$ cat src/rtl/grid_loader.sv
// grid_loader: parses an ASCII '@'/'.' puzzle stream into a WIDTH x DEPTH bit grid.
// Define GRID_LOADER_PAPER_COUNT_EN to enable the paper_count counter.
module grid_loader #(
    parameter int WIDTH = 16,
    parameter int DEPTH = 16
) (
    input  logic                                 clk,
    input  logic                                 reset,
    input  logic [7:0]                           in_data,
    input  logic                                 in_valid,
    input  logic                                 in_last,
    output logic                                 in_ready,
    output logic [WIDTH*DEPTH-1:0]               grid_flat,
    output logic                                 grid_valid,
    input  logic                                 grid_ack,
    output logic [$clog2(DEPTH+1)-1:0]           rows_loaded,
    output logic [$clog2(WIDTH*DEPTH+1)-1:0]     paper_count,
    output logic                                 err
);

    localparam int N  = WIDTH * DEPTH;
    localparam int RW = $clog2(DEPTH + 1);
    localparam int CW = $clog2(WIDTH + 1);
    localparam int PW = $clog2(N + 1);
    localparam logic [CW-1:0] COL_MAX  = CW'(WIDTH);
    localparam logic [RW-1:0] ROW_LAST = RW'(DEPTH - 1);

    typedef enum logic [1:0] {LOAD, DONE, ERR} state_t;

    state_t        state, state_n;
    logic [N-1:0]  grid, grid_n;
    logic [RW-1:0] row, row_n;
    logic [CW-1:0] col, col_n;
    logic [PW-1:0] cell_idx;
    logic          is_at, is_dot, is_lf, is_cr, is_cell, illegal;

    assign is_at    = in_data == 8'h40;
    assign is_dot   = in_data == 8'h2E;
    assign is_lf    = in_data == 8'h0A;
    assign is_cr    = in_data == 8'h0D;
    assign is_cell  = is_at || is_dot;
    assign illegal  = !(is_cell || is_lf || is_cr) ||
                      (is_cell && col == COL_MAX);
    assign cell_idx = PW'(row) * PW'(WIDTH) + PW'(col);

    always_comb begin
        state_n    = state;
        grid_n     = grid;
        row_n      = row;
        col_n      = col;
        in_ready   = 1'b0;
        grid_valid = 1'b0;
        err        = 1'b0;
        unique case (state)
            LOAD: begin
                in_ready = 1'b1;
                if (in_valid) begin
                    if (illegal) begin
                        state_n = ERR;
                    end else begin
                        if (is_cell) begin
                            grid_n = grid | (N'(is_at) << cell_idx);
                            col_n  = col + CW'(1);
                        end
                        if (is_lf && col != '0) begin
                            row_n = row + RW'(1);
                            col_n = '0;
                            if (row == ROW_LAST) state_n = DONE;
                        end
                        // A trailing partial row still counts as a completed row
                        if (in_last) begin
                            state_n = DONE;
                            if (col_n != '0) begin
                                row_n = row + RW'(1);
                                col_n = '0;
                            end
                        end
                    end
                end
            end
            DONE: begin
                grid_valid = 1'b1;
                if (grid_ack) begin
                    state_n = LOAD;
                    grid_n  = '0;
                    row_n   = '0;
                    col_n   = '0;
                end
            end
            ERR: begin
                in_ready = 1'b1;
                err      = 1'b1;
            end
            default: state_n = LOAD;
        endcase
    end

    always_ff @(posedge clk) begin
        if (reset) begin
            state <= LOAD;
            grid  <= '0;
            row   <= '0;
            col   <= '0;
        end else begin
            state <= state_n;
            grid  <= grid_n;
            row   <= row_n;
            col   <= col_n;
        end
    end

    assign grid_flat   = grid;
    assign rows_loaded = row;

`ifdef GRID_LOADER_PAPER_COUNT_EN
    logic [PW-1:0] paper;
    logic          paper_inc, paper_clr;

    assign paper_inc = state == LOAD && in_valid && is_at && !illegal;
    assign paper_clr = state == DONE && grid_ack;

    always_ff @(posedge clk) begin
        if (reset || paper_clr) begin
            paper <= '0;
        end else if (paper_inc && paper != PW'(N)) begin
            paper <= paper + PW'(1);
        end
    end

    assign paper_count = paper;
`else
    assign paper_count = '0;
`endif

endmodule

$ cat config.mk
export PLATFORM = sky130hd
export DESIGN_NAME = grid_loader
export DESIGN_NICKNAME = d
export VERILOG_FILES = /design/src/rtl/grid_loader.sv
export SDC_FILE = /design/constraint.sdc
export NUM_CORES = 1
export LEC_CHECK = 0
export ABC_CLOCK_PERIOD_IN_PS = 6900
export CAP_MARGIN = 30
export CORE_ASPECT_RATIO = 0.5
export CORE_MARGIN = 3
export CORE_UTILIZATION = 45
export CTS_CLUSTER_DIAMETER = 60
export CTS_CLUSTER_SIZE = 25
export DETAILED_ROUTE_END_ITERATION = 6
export PLACE_DENSITY = 0.77
export SLEW_MARGIN = 25
export SYNTH_ARGS = -nofsm -noshare
export SYNTH_HDL_FRONTEND = slang
export SYNTH_SLANG_ARGS = --single-unit
$ cat constraint.sdc
create_clock -name clk -period 6.9 [get_ports clk]
set_input_delay 1.725 -clock clk [delete_from_list [all_inputs] [get_ports clk]]
set_output_delay 1.725 -clock clk [all_outputs]
set_load 0.05 [all_outputs]
==> out/summary.txt, run 1 <==
Run status: finished, final reports clean
WP buf/inv: 2
Seq cells post-synth: 268
CP max stage delay: 0.55 ns
Pint: 1.95 mW
Mapped Cells: 870
Unrepaired setup endpoints after global routing: false
Comb pwr share: 2.8%
Die area: 22800 sq um
Worst Reg-to-Reg Cells: 9
Clock transition at the registers of the reported paths: 0.09 ns
CTS resizes: 0
Drt total wl: 30200 microns
Residual DRC: 0
Worst-skew pair later-pin latency: 0.48 ns
CP max stage cell: and2_1
WHS: 0.463 ns
Tmin final: 4.66 ns
Max clock buf depth: 3
HP Class: reg -> reg
Core Util, Final: 63.2%
CTS Hold Bufs: 0
Clock power share: 35.1%
Max-slew violations: 0
Switching Power: 0.536 mW
DP Cell Count: 1355
Worst EP required: 7.33 ns
Post-Syn Area: 9420 sq um
Mapped Avg Cell Area: 10.8 sq um
FF-to-FF Start: col[0]$_SDFFE_PP0P_
Hold depth: 2
Core Region: 20000 sq um
Setup bufs post-CTS: 0
CP startpoint: in_data[0]
Ratio of cells with drive above 1 in the final layout: 3.98%
H-tree levels: 1
Die Ht: 108 microns
Largest net degree at the start of global routing: 105
Peak VDD IR: 133 uV
Gr usage total: 25.4%
Slew @ Worst Pin: 1.07 ns
Initial core utilization: 47.1%
Cell taking the most area after synthesis: dfxtp_1
Max Cap Viol: 0
Post-synth top area share: 56.9%
Hold wc startpoint: grid_flat[51]$_SDFFE_PP0P_
Setup crit end kind: register
Root Buffer: clkbuf_16
Flop pwr share: 62.1%
Cell Pwr Density: 197 nW/um^2
DR WL/cell: 22.0 microns
Rel. slew slack: 27.9%
Vias/cell: 5.84
Peak Freq: 0.215 GHz
TNS Setup: 0 ns
YS warnings: 0
Final nets: 1125
First DRT Iteration DRCs: 615
Via count: 8016
Synth-to-Final Area Change: 34.2%
Tot Pwr: 2.49 mW
Total grt overflow: 0
Crit start category: primary input
Worst hold endpoint: grid_flat[51]$_SDFFE_PP0P_
ANT nets after route: 0
Antenna Cells: 0
Antenna violations before repair: 1
Clock sinks: 268
Post-Route Skew: 0.0128 ns
Drt pass-1 iters: 7
# port buffers: 276
Setup-failing EPs final: 0
Cell Rows: 36
Crit path kind: in -> reg
Crit path DAT: 5.09 ns
RePlAce Congestion: 0.857
Period utilization: 67.6%
I/O pin count: 286
Cell variety after synth: 49
Synth area leaders: dfxtp_1 57%, a22o_1 22%, nor2_1 2.7%
Vias in the first global route: 7707
Leakage: 4.57 nW
Fillcell total: 1583
Top delay family on crit path: simple AND/OR/NAND/NOR gates
CTS Buf Count: 14
TritonCTS clock tree: done
Non-filler cells, final: 1372
Register area share after synthesis: 56.9%
Worst reg2reg setup slack: 3.26 ns
Worst Path Max Fanout: 24
R2R Path End: grid_flat[86]$_SDFFE_PP0P_
Sw frac: 21.5%
HPWL after DPL: 21400 microns
Final Hold Fails: 0
Crit path depth: 8
CP cell instances: clkdlybuf4s50_1 > or3b_1 > a2111oi_4 > a22oi_1 > and2_1 > nor2_4 > buf_4 > a22o_1
Die W: 211 microns
First-pass GRT wire length: 45600 microns
## Yosys cell counts, drive strengths merged
library cell    n
a2111oi         3
a211oi          1
a21oi          10
a22o          232
a22oi           2
a311o           1
a311oi          1
a31oi           2
and2            4
and3            6
buf            32
clkbuf         44
conb            1
dfxtp         268
ha              6
inv            10
mux2i           3
nand2          53
nand2b          3
nand3          21
nand3b          3
nand4           5
nand4b          1
nor2           71
nor2b           4
nor3           17
nor3b           3
nor4            3
o2111ai         1
o211ai          3
o21ai          32
o2bb2a          1
o2bb2ai         2
o311ai          3
o32a            1
or2             5
or3             3
or3b            2
or4b            1
xnor2           4
xor2            2
## final cells by class
cell class | instances | area [sq um] | area share (%)
Sequential cell | 268 | 5370 | 42.4
Multi-Input combinational cell | 524 | 3650 | 28.9
Timing Repair Buffer | 288 | 2880 | 22.7
Clock buffer | 15 | 375 | 2.97
Tap cell | 266 | 333 | 2.63
Inverter | 10 | 37.5 | 0.297
Clock inverter | 1 | 8.76 | 0.0693
## sequential cells by signal, summed over array words and instances, names as in the netlist
| register | cells |
|---|---|
| state | 2 |
| col | 5 |
| grid_flat | 256 |
| rows_loaded | 5 |
## cell families (layout without fill, tap and decap cells)
| group | after synthesis | in the layout | synth area share (%) |
|---|---|---|---|
| adders and majority gates | 6 | 6 | 0.797 |
| and+or+nand+nor | 205 | 205 | 10.5 |
| muxes | 3 | 3 | 0.319 |
| AOI/OAI and AO/OA | 295 | 295 | 25.9 |
| DFF | 268 | 268 | 56.9 |
| other | 1 | 9 | 0.0398 |
| buffers and inverters | 86 | 314 | 4.89 |
| xor gates and xnor gates | 6 | 6 | 0.558 |
## metal layers
metal	vias to the layer above	wire [microns]	GRT usage [%]
met2	307	14400	42.6
met1	3980	13000	34.3
li1	3670	-	-
met3	59	1950	4.29
met5	-	0	0
met4	0	889	7.40
## worst max-delay path by stage
stage | to | slack, ns
3_5_place_dp | grid_flat[82]$_SDFFE_PP0P_ | 1.80
3_3_place_gp | grid_flat[88]$_SDFFE_PP0P_ | 1.93
6_report | grid_flat[86]$_SDFFE_PP0P_ | 2.24
2_1_floorplan | grid_flat[95]$_SDFFE_PP0P_ | 3.22
5_1_grt | grid_flat[57]$_SDFFE_PP0P_ | 2.08
4_1_cts | grid_flat[82]$_SDFFE_PP0P_ | 2.28
## through the flow
stage                     worst slack (ns)  cell area (sq um)
after floorplan                       3.22               9450
after global placement                1.93              12200
after detailed placement              1.80              12200
after CTS                             2.28              12600
after global routing                  2.08              12600
final                                 2.24              12600
## power by group through the flow
stage | combinational (mW) | clock, mW | sequential [mW]
finish | 0.0688 | 0.875 | 1.55
global route | 0.0734 | 0.956 | 1.55
floorplan | 0.0508 | 0 | 1.58
CTS | 0.0653 | 0.891 | 1.55
global placement | 0.0637 | 0 | 1.58
detailed placement | 0.0652 | 0 | 1.58
## cells in the final DEF (no fill, tap or decap), types with 5 or more instances in the layout
| cell | n |
|---|---|
| nand4_1 | 5 |
| nand3_1 | 21 |
| nor3_1 | 13 |
| o21ai_0 | 28 |
| conb_1 | 9 |
| clkbuf_16 | 15 |
| nor2_1 | 69 |
| nand2_1 | 53 |
| ha_1 | 6 |
| clkdlybuf4s50_1 | 276 |
| and3_1 | 6 |
| dfxtp_1 | 268 |
| buf_4 | 10 |
| a22o_1 | 232 |
| a21oi_1 | 9 |
| inv_1 | 10 |
| or2_2 | 5 |
## worst reg2reg max path: cells and delay by family, from the launching register on
| family | cells | cell delay [ns] |
|---|---|---|
| AND/OR/NAND/NOR | 3 | 1.27 |
| AO/OA/AOI/OAI | 3 | 0.98 |
| buffers and inverters | 2 | 0.55 |
| flip-flops | 1 | 0.53 |
| adder cells (fa/ha/maj) | 1 | 0.25 |
Power figures use the tool's default switching activity.
==> inputs of run 2 (changes only) <==
--- a/config.mk
+++ b/config.mk
@@ -5,15 +5,15 @@
 export SDC_FILE = /design/constraint.sdc
 export NUM_CORES = 1
 export LEC_CHECK = 0
-export ABC_CLOCK_PERIOD_IN_PS = 6900
+export ABC_CLOCK_PERIOD_IN_PS = 4270
 export CAP_MARGIN = 30
 export CORE_ASPECT_RATIO = 0.5
 export CORE_MARGIN = 3
-export CORE_UTILIZATION = 45
+export CORE_UTILIZATION = 42
 export CTS_CLUSTER_DIAMETER = 60
 export CTS_CLUSTER_SIZE = 25
 export DETAILED_ROUTE_END_ITERATION = 6
-export PLACE_DENSITY = 0.77
+export PLACE_DENSITY = 0.76
 export SLEW_MARGIN = 25
 export SYNTH_ARGS = -nofsm -noshare
 export SYNTH_HDL_FRONTEND = slang
==> constraint.sdc (replaced) <==
create_clock -name clk -period 4.27 [get_ports clk]
set_input_delay 1.0675 -clock clk [delete_from_list [all_inputs] [get_ports clk]]
set_output_delay 1.0675 -clock clk [all_outputs]
set_load 0.05 [all_outputs]
==> run 2 against run 1 <==
The flow now finishes with violations (DRC). Count of clock-buffer cells in the layout up 1. Via count down 0.60%. Power up 63%. Sequential cell count unchanged. Clock skew up 0.0045 ns. Setup slack worse by 1.4 ns. First-iteration DRC count up 25%. Routed wire length about the same. Final cell count up 2.6%. Design area up 0.90%. Clock power up 65%. Register-to-register slack worse by 2.0 ns. Largest cell class unchanged.
==> out/summary.txt, run 2 (synthesis results as in run 1) <==
Crit path kind: in -> reg
Crit start category: primary input
Worst-skew pair later-pin latency: 0.49 ns (about the same)
Residual DRC: 2 (+2)
Via count: 7968 (-0.60%)
Antenna violations before repair: 0 (-1)
Cell Rows: 38 (+5.6%)
Area after DPL: 12400 sq um (+1.1%)
Setup crit end kind: register
TritonCTS clock tree: done
Root Buffer: clkbuf_16
Clock transition at the registers of the reported paths: 0.10 ns (about the same)
H-tree levels: 1 (unchanged)
Max Cap Viol: 0 (unchanged)
Post-Route Skew: 0.0173 ns (+0.00451 ns)
Design area: 12800 sq um (+0.90%)
CP max stage delay: 0.53 ns (-0.02 ns)
Commonest cells after routing, fill and taps aside: 276 x clkdlybuf4s50_1, 268 x dfxtp_1, 232 x a22o_1
Rel. slew slack: 41.9% (+14 points)
Final Hold Fails: 0 (unchanged)
Run status: complete, but fails checks
Worst EP required: 4.70 ns (-2.63 ns)
Final Worst Setup Slack: 0.833 ns (-1.41 ns)
Largest net degree at the start of global routing: 130 (+24%)
Tmin final: 3.44 ns
CTS Buf Count: 14 (unchanged)
Max FFs per register: 256 (unchanged)
Vias in the first global route: 7656 (-0.66%)
Initial core utilization: 43.1% (-4.0 points)
Crit path DAT: 3.87 ns (-1.22 ns)
Most common cell after layout, fill and taps aside: clkdlybuf4s50_1
Leakage: 4.58 nW (+0.37%)
Peak Freq: 0.291 GHz
Max clock buf depth: 3 (unchanged)
CP max stage cell: clkdlybuf4s50_1
Failing checks: DRC
Die W: 218 microns (+3.4%)
Synth-to-Final Area Change: 35.4%
Peak VDD IR: 207 uV (+55%)
Unrepaired setup endpoints after global routing: false
Tot Pwr: 4.05 mW (+63%)
Period utilization: 80.5%
Vias/cell: 5.66 (-3.1%)
ANT nets after route: 0 (unchanged)
CP cell instances: clkdlybuf4s50_1 > nor3b_1 > o2bb2a_1 > o211ai_1 > nand4_1 > buf_4 > nor2_1 > a22o_1
Fillcell total: 1808 (+14%)
WP buf/inv: 2 (unchanged)
Worst Path Max Fanout: 13 (-46%)
Die Ht: 112 microns (+3.3%)
Drt total wl: 30200 microns (about the same)
Antenna Cells: 0 (unchanged)
Cell Pwr Density: 317 nW/um^2 (+61%)
Total grt overflow: 0 (unchanged)
Ratio of cells with drive above 1 in the final layout: 4.15% (+0.17 points)
Gr usage total: 23.7% (-1.7 points)
Setup bufs post-CTS: 0 (unchanged)
Top delay family on crit path: compound AO/OA/AOI/OAI gates
DP Cell Count: 1391 (+2.7%)
RePlAce Congestion: 0.827 (-3.5%)
First DRT Iteration DRCs: 766 (+25%)
Core Region: 21900 sq um (+9.4%)
First-pass GRT wire length: 45800 microns (+0.62%)
CTS Hold Bufs: 0 (unchanged)
Drt pass-1 iters: 7 (unchanged)
DR WL/cell: 21.5 microns (-2.6%)
HP Class: reg -> reg
# port buffers: 276 (unchanged)
Final nets: 1126 (+0.089%)
Non-filler cells, final: 1408 (+2.6%)
Max-slew violations: 0 (unchanged)
I/O pin count: 286 (unchanged)
HPWL after DPL: 21100 microns (-1.6%)
Clock sinks: 268 (unchanged)
Die area: 24400 sq um (+6.8%)
Slew @ Worst Pin: 0.865 ns (-0.207 ns)
CTS resizes: 0 (unchanged)
Dpl ws: 0.353 ns (-1.44 ns)
TNS Setup: 0 ns (unchanged)
Setup-failing EPs final: 0 (unchanged)
==> run 2: cell count changes in the layout (fill, tap and decap cells not counted), sizes merged <==
cell | before | now
buf | 12 | 13
clkbuf | 15 | 16
clkinvlp | 0 | 1
inv | 11 | 10
==> run 2: worst min-delay path, stage by stage (launching register included) <==
cell and delay (ns):
dfxtp_1 0.33, nand2_1 0.05, o21ai_1 0.05
==> run 2: path summary, 6_finish.rpt <==
check / startpoint / endpoint / slack [ns] / depth (start not counted)
max: in_data[6] / grid_flat[154]$_SDFFE_PP0P_ / 0.83 / 8
min: grid_flat[223]$_SDFFE_PP0P_ / grid_flat[223]$_SDFFE_PP0P_ / 0.46 / 2
max reg2reg: col[1]$_SDFFE_PP0P_ / grid_flat[235]$_SDFFE_PP0P_ / 1.24 / 9
min reg2reg: grid_flat[223]$_SDFFE_PP0P_ / grid_flat[223]$_SDFFE_PP0P_ / 0.46 / 2
==> run 2: through the flow <==
step / hold slack (ns) / utilization (%)
after detailed placement: 0.443 / 56.5
after global placement: 0.436 / 56.5
after global routing: 0.492 / 58.3
final: 0.457 / 58.3
after floorplan: 0.446 / -
after CTS: 0.458 / 58.3
==> run 2: where the power goes <==
part	total, mW	switching, mW	internal [mW]
registers	2.50	0.000692	2.50
clock network	1.44	0.786	0.653
logic	0.110	0.0863	0.0240
==> run 2: final cells by class <==
| class | count | area (sq um) | share of cell area, % |
|---|---|---|---|
| flip-flops and latches | 268 | 5370 | 42.1 |
| multi-input cells | 524 | 3650 | 28.6 |
| repair buffers | 289 | 2940 | 23.0 |
| clock buffers | 16 | 389 | 3.05 |
| well taps | 300 | 375 | 2.94 |
| inverters | 10 | 37.5 | 0.294 |
| clock inverters | 1 | 7.51 | 0.0588 |
==> run 2: per-layer routing <==
| layer | GRT usage (%) | routed length [microns] | up-vias |
|---|---|---|---|
| met5 | 0 | 0 | - |
| met4 | 6.55 | 908 | 0 |
| met3 | 3.03 | 1490 | 57 |
| met2 | 41.0 | 14800 | 280 |
| met1 | 31.5 | 13000 | 3959 |
| li1 | - | - | 3672 |
==> inputs of run 3 (changes only) <==
--- a/config.mk
+++ b/config.mk
@@ -5,15 +5,15 @@
 export SDC_FILE = /design/constraint.sdc
 export NUM_CORES = 1
 export LEC_CHECK = 0
-export ABC_CLOCK_PERIOD_IN_PS = 4270
+export ABC_CLOCK_PERIOD_IN_PS = 3400
 export CAP_MARGIN = 30
 export CORE_ASPECT_RATIO = 0.5
 export CORE_MARGIN = 3
-export CORE_UTILIZATION = 42
+export CORE_UTILIZATION = 45
 export CTS_CLUSTER_DIAMETER = 60
 export CTS_CLUSTER_SIZE = 25
 export DETAILED_ROUTE_END_ITERATION = 6
-export PLACE_DENSITY = 0.76
+export PLACE_DENSITY = 0.77
 export SLEW_MARGIN = 25
 export SYNTH_ARGS = -nofsm -noshare
 export SYNTH_HDL_FRONTEND = slang
==> constraint.sdc (replaced) <==
create_clock -name clk -period 3.4 [get_ports clk]
set_input_delay 0.85 -clock clk [delete_from_list [all_inputs] [get_ports clk]]
set_output_delay 0.85 -clock clk [all_outputs]
set_load 0.05 [all_outputs]
==> run 3 against run 2 <==
The flow now finishes without violations. Critical path depth is the same. Die area fell by 6.4%. Routed wire length fell by 1.5%. Via count grew 1.6%. Setup slack got worse by 0.48 ns. Combinational power increased by 32%. Clock skew fell by 0.00065 ns. Count of clock-buffer cells in the layout fell by 1. Sequential share of layout area down 0.69 points. Global-route usage grew 1.2 points. Highest routed layer unchanged.
==> out/summary.txt, run 3 (synthesis results as in run 1) <==
HP Class: reg -> reg
Final Hold Fails: 0 (unchanged)
Tmin final: 3.05 ns
Residual DRC: 0 (-2)
WHS: 0.457 ns (-0.0000190 ns)
Peak Freq: 0.328 GHz
Sw frac: 22.4% (+0.83 points)
Clock sinks: 268 (unchanged)
Setup-failing EPs final: 0 (unchanged)
Area after DPL: 12600 sq um (+1.6%)
Setup crit end kind: register
Final Worst Setup Slack: 0.351 ns (-0.481 ns)
Setup bufs post-CTS: 0 (unchanged)
Most common cell after layout, fill and taps aside: clkdlybuf4s50_1
First-pass GRT wire length: 45200 microns (-1.4%)
Drt pass-1 iters: 5 (-2)
Crit path DAT: 3.49 ns (-0.38 ns)
Worst hold endpoint: grid_flat[51]$_SDFFE_PP0P_
Slew @ Worst Pin: 0.590 ns (-0.275 ns)
Comb pwr share: 2.8% (about the same)
Leakage: 4.74 nW (+3.5%)
Initial core utilization: 47.1% (+4.0 points)
Worst Reg-to-Reg Cells: 9 (unchanged)
Largest net degree at the start of global routing: 124 (-4.6%)
Flop pwr share: 60.9% (-0.8 points)
Vias/cell: 5.78 (+2.1%)
Antenna violations before repair: 0 (unchanged)
Core Region: 20000 sq um (-8.6%)
Commonest cells after routing, fill and taps aside: 276 x clkdlybuf4s50_1, 268 x dfxtp_1, 232 x a22o_1
Root Buffer: clkbuf_16
Cell Pwr Density: 397 nW/um^2 (+25%)
CTS resizes: 0 (unchanged)
Clock power share: 36.3% (+0.8 points)
Clock transition at the registers of the reported paths: 0.09 ns (about the same)
Ratio of cells with drive above 1 in the final layout: 6.43% (+2.3 points)
Max clock buf depth: 3 (unchanged)
Crit start category: primary input
R2R Path End: grid_flat[119]$_SDFFE_PP0P_
TNS Setup: 0 ns (unchanged)
Gr usage total: 24.9% (+1.2 points)
Design area: 13000 sq um (+1.7%)
Via count: 8097 (+1.6%)
Max Cap Viol: 0 (unchanged)
Fillcell total: 1602 (-11%)
H-tree levels: 1 (unchanged)
Run status: finished, final reports clean
FF-to-FF Start: col[0]$_SDFFE_PP0P_
Hold depth: 2 (unchanged)
Non-filler cells, final: 1401 (-0.50%)
I/O pin count: 286 (unchanged)
# port buffers: 276 (unchanged)
Final nets: 1154 (+2.5%)
Vias in the first global route: 7683 (+0.35%)
Unrepaired setup endpoints after global routing: false
Rel. slew slack: 60.5% (+19 points)
Dpl ws: -0.144 ns (-0.497 ns)
HPWL after DPL: 21500 microns (+1.8%)
Period utilization: 89.7%
CTS Hold Bufs: 0 (unchanged)
TritonCTS clock tree: done
Crit path kind: in -> reg
Die W: 211 microns (-3.3%)
Total grt overflow: 0 (unchanged)
Synth-to-Final Area Change: 37.7%
Worst-skew pair later-pin latency: 0.49 ns (about the same)
Cell Rows: 36 (-5.3%)
DR WL/cell: 21.2 microns (-1.0%)
Worst EP required: 3.84 ns (-0.86 ns)
Max-slew violations: 0 (unchanged)
Die area: 22800 sq um (-6.4%)
Max FFs per register: 256 (unchanged)
Pint: 4.00 mW (+26%)
Antenna Cells: 0 (unchanged)
CTS Buf Count: 15 (+1)
ANT nets after route: 0 (unchanged)
RePlAce Congestion: 0.864 (+4.5%)
Switching Power: 1.15 mW (+32%)
First DRT Iteration DRCs: 615 (-20%)
Die Ht: 108 microns (-3.2%)
Worst Path Max Fanout: 8 (-5)
Hold wc startpoint: grid_flat[51]$_SDFFE_PP0P_
DP Cell Count: 1384 (-0.50%)
Worst reg2reg setup slack: 0.53 ns (-0.71 ns)
Tot Pwr: 5.15 mW (+27%)
Drt total wl: 29700 microns (-1.5%)
Post-Route Skew: 0.0166 ns (-0.000654 ns)
Core Util, Final: 64.9% (+6.5 points)
Peak VDD IR: 248 uV (+20%)
## run 3: changes by cell type in the layout (fill, tap and decap cells not counted)
cell        delta
buf_12         +3
buf_4         +24
clkbuf_8       -1
clkinvlp_4     -1
inv_12         +1
inv_16         +1
## run 3: routing by layer
layer,GRT usage [%],vias up,part of all wire [%]
met3,2.96,44,5.7
met4,6.78,0,2.7
met2,41.8,318,48
li1,-,3728,-
met5,0,-,0
met1,34.4,4007,44
## run 3: worst max path at each step
stage | slack (ns) | depth (start not counted) | from | to
6_report | 0.35 | 8 | in_data[1] | grid_flat[119]$_SDFFE_PP0P_
4_1_cts | 0.35 | 2 | state[0]$_SDFFE_PP0P_ | grid_valid
3_3_place_gp | -0.1 | 8 | in_valid | grid_flat[23]$_SDFFE_PP0P_
3_5_place_dp | -0.14 | 8 | in_data[1] | grid_flat[87]$_SDFFE_PP0P_
5_1_grt | 0.19 | 8 | in_data[1] | grid_flat[127]$_SDFFE_PP0P_
2_1_floorplan | 0.59 | 8 | in_data[0] | grid_flat[95]$_SDFFE_PP0P_
## run 3: final cells by class
class                      instances  area (sq um)  share of cell area [%]
sequential                       268          5370                    41.4
multi-input combinational        524          3650                    28.1
timing repair buffer             316          3180                    24.5
clock buffer                      15           375                    2.89
tap                              266           333                    2.57
inverter                          10          37.5                   0.289
clock inverter                     2          36.3                   0.280
## run 3: worst max-delay path: stages
cell	delay [ns]
clkdlybuf4s50_1	0.51
or3b_1	0.40
a2111oi_4	0.40
a22oi_1	0.19
and2_1	0.36
buf_4	0.23
nor3_4	0.35
a22o_1	0.19
## run 3: power by group through the flow
stage          Sequential [mW]  Clock (mW)  Combinational, mW
2_1_floorplan             3.21           0              0.103
3_3_place_gp              3.21           0              0.139
3_5_place_dp              3.21           0              0.142
4_1_cts                   3.14        1.90              0.142
5_1_grt                   3.14        2.02              0.155
6_report                  3.14        1.87              0.145
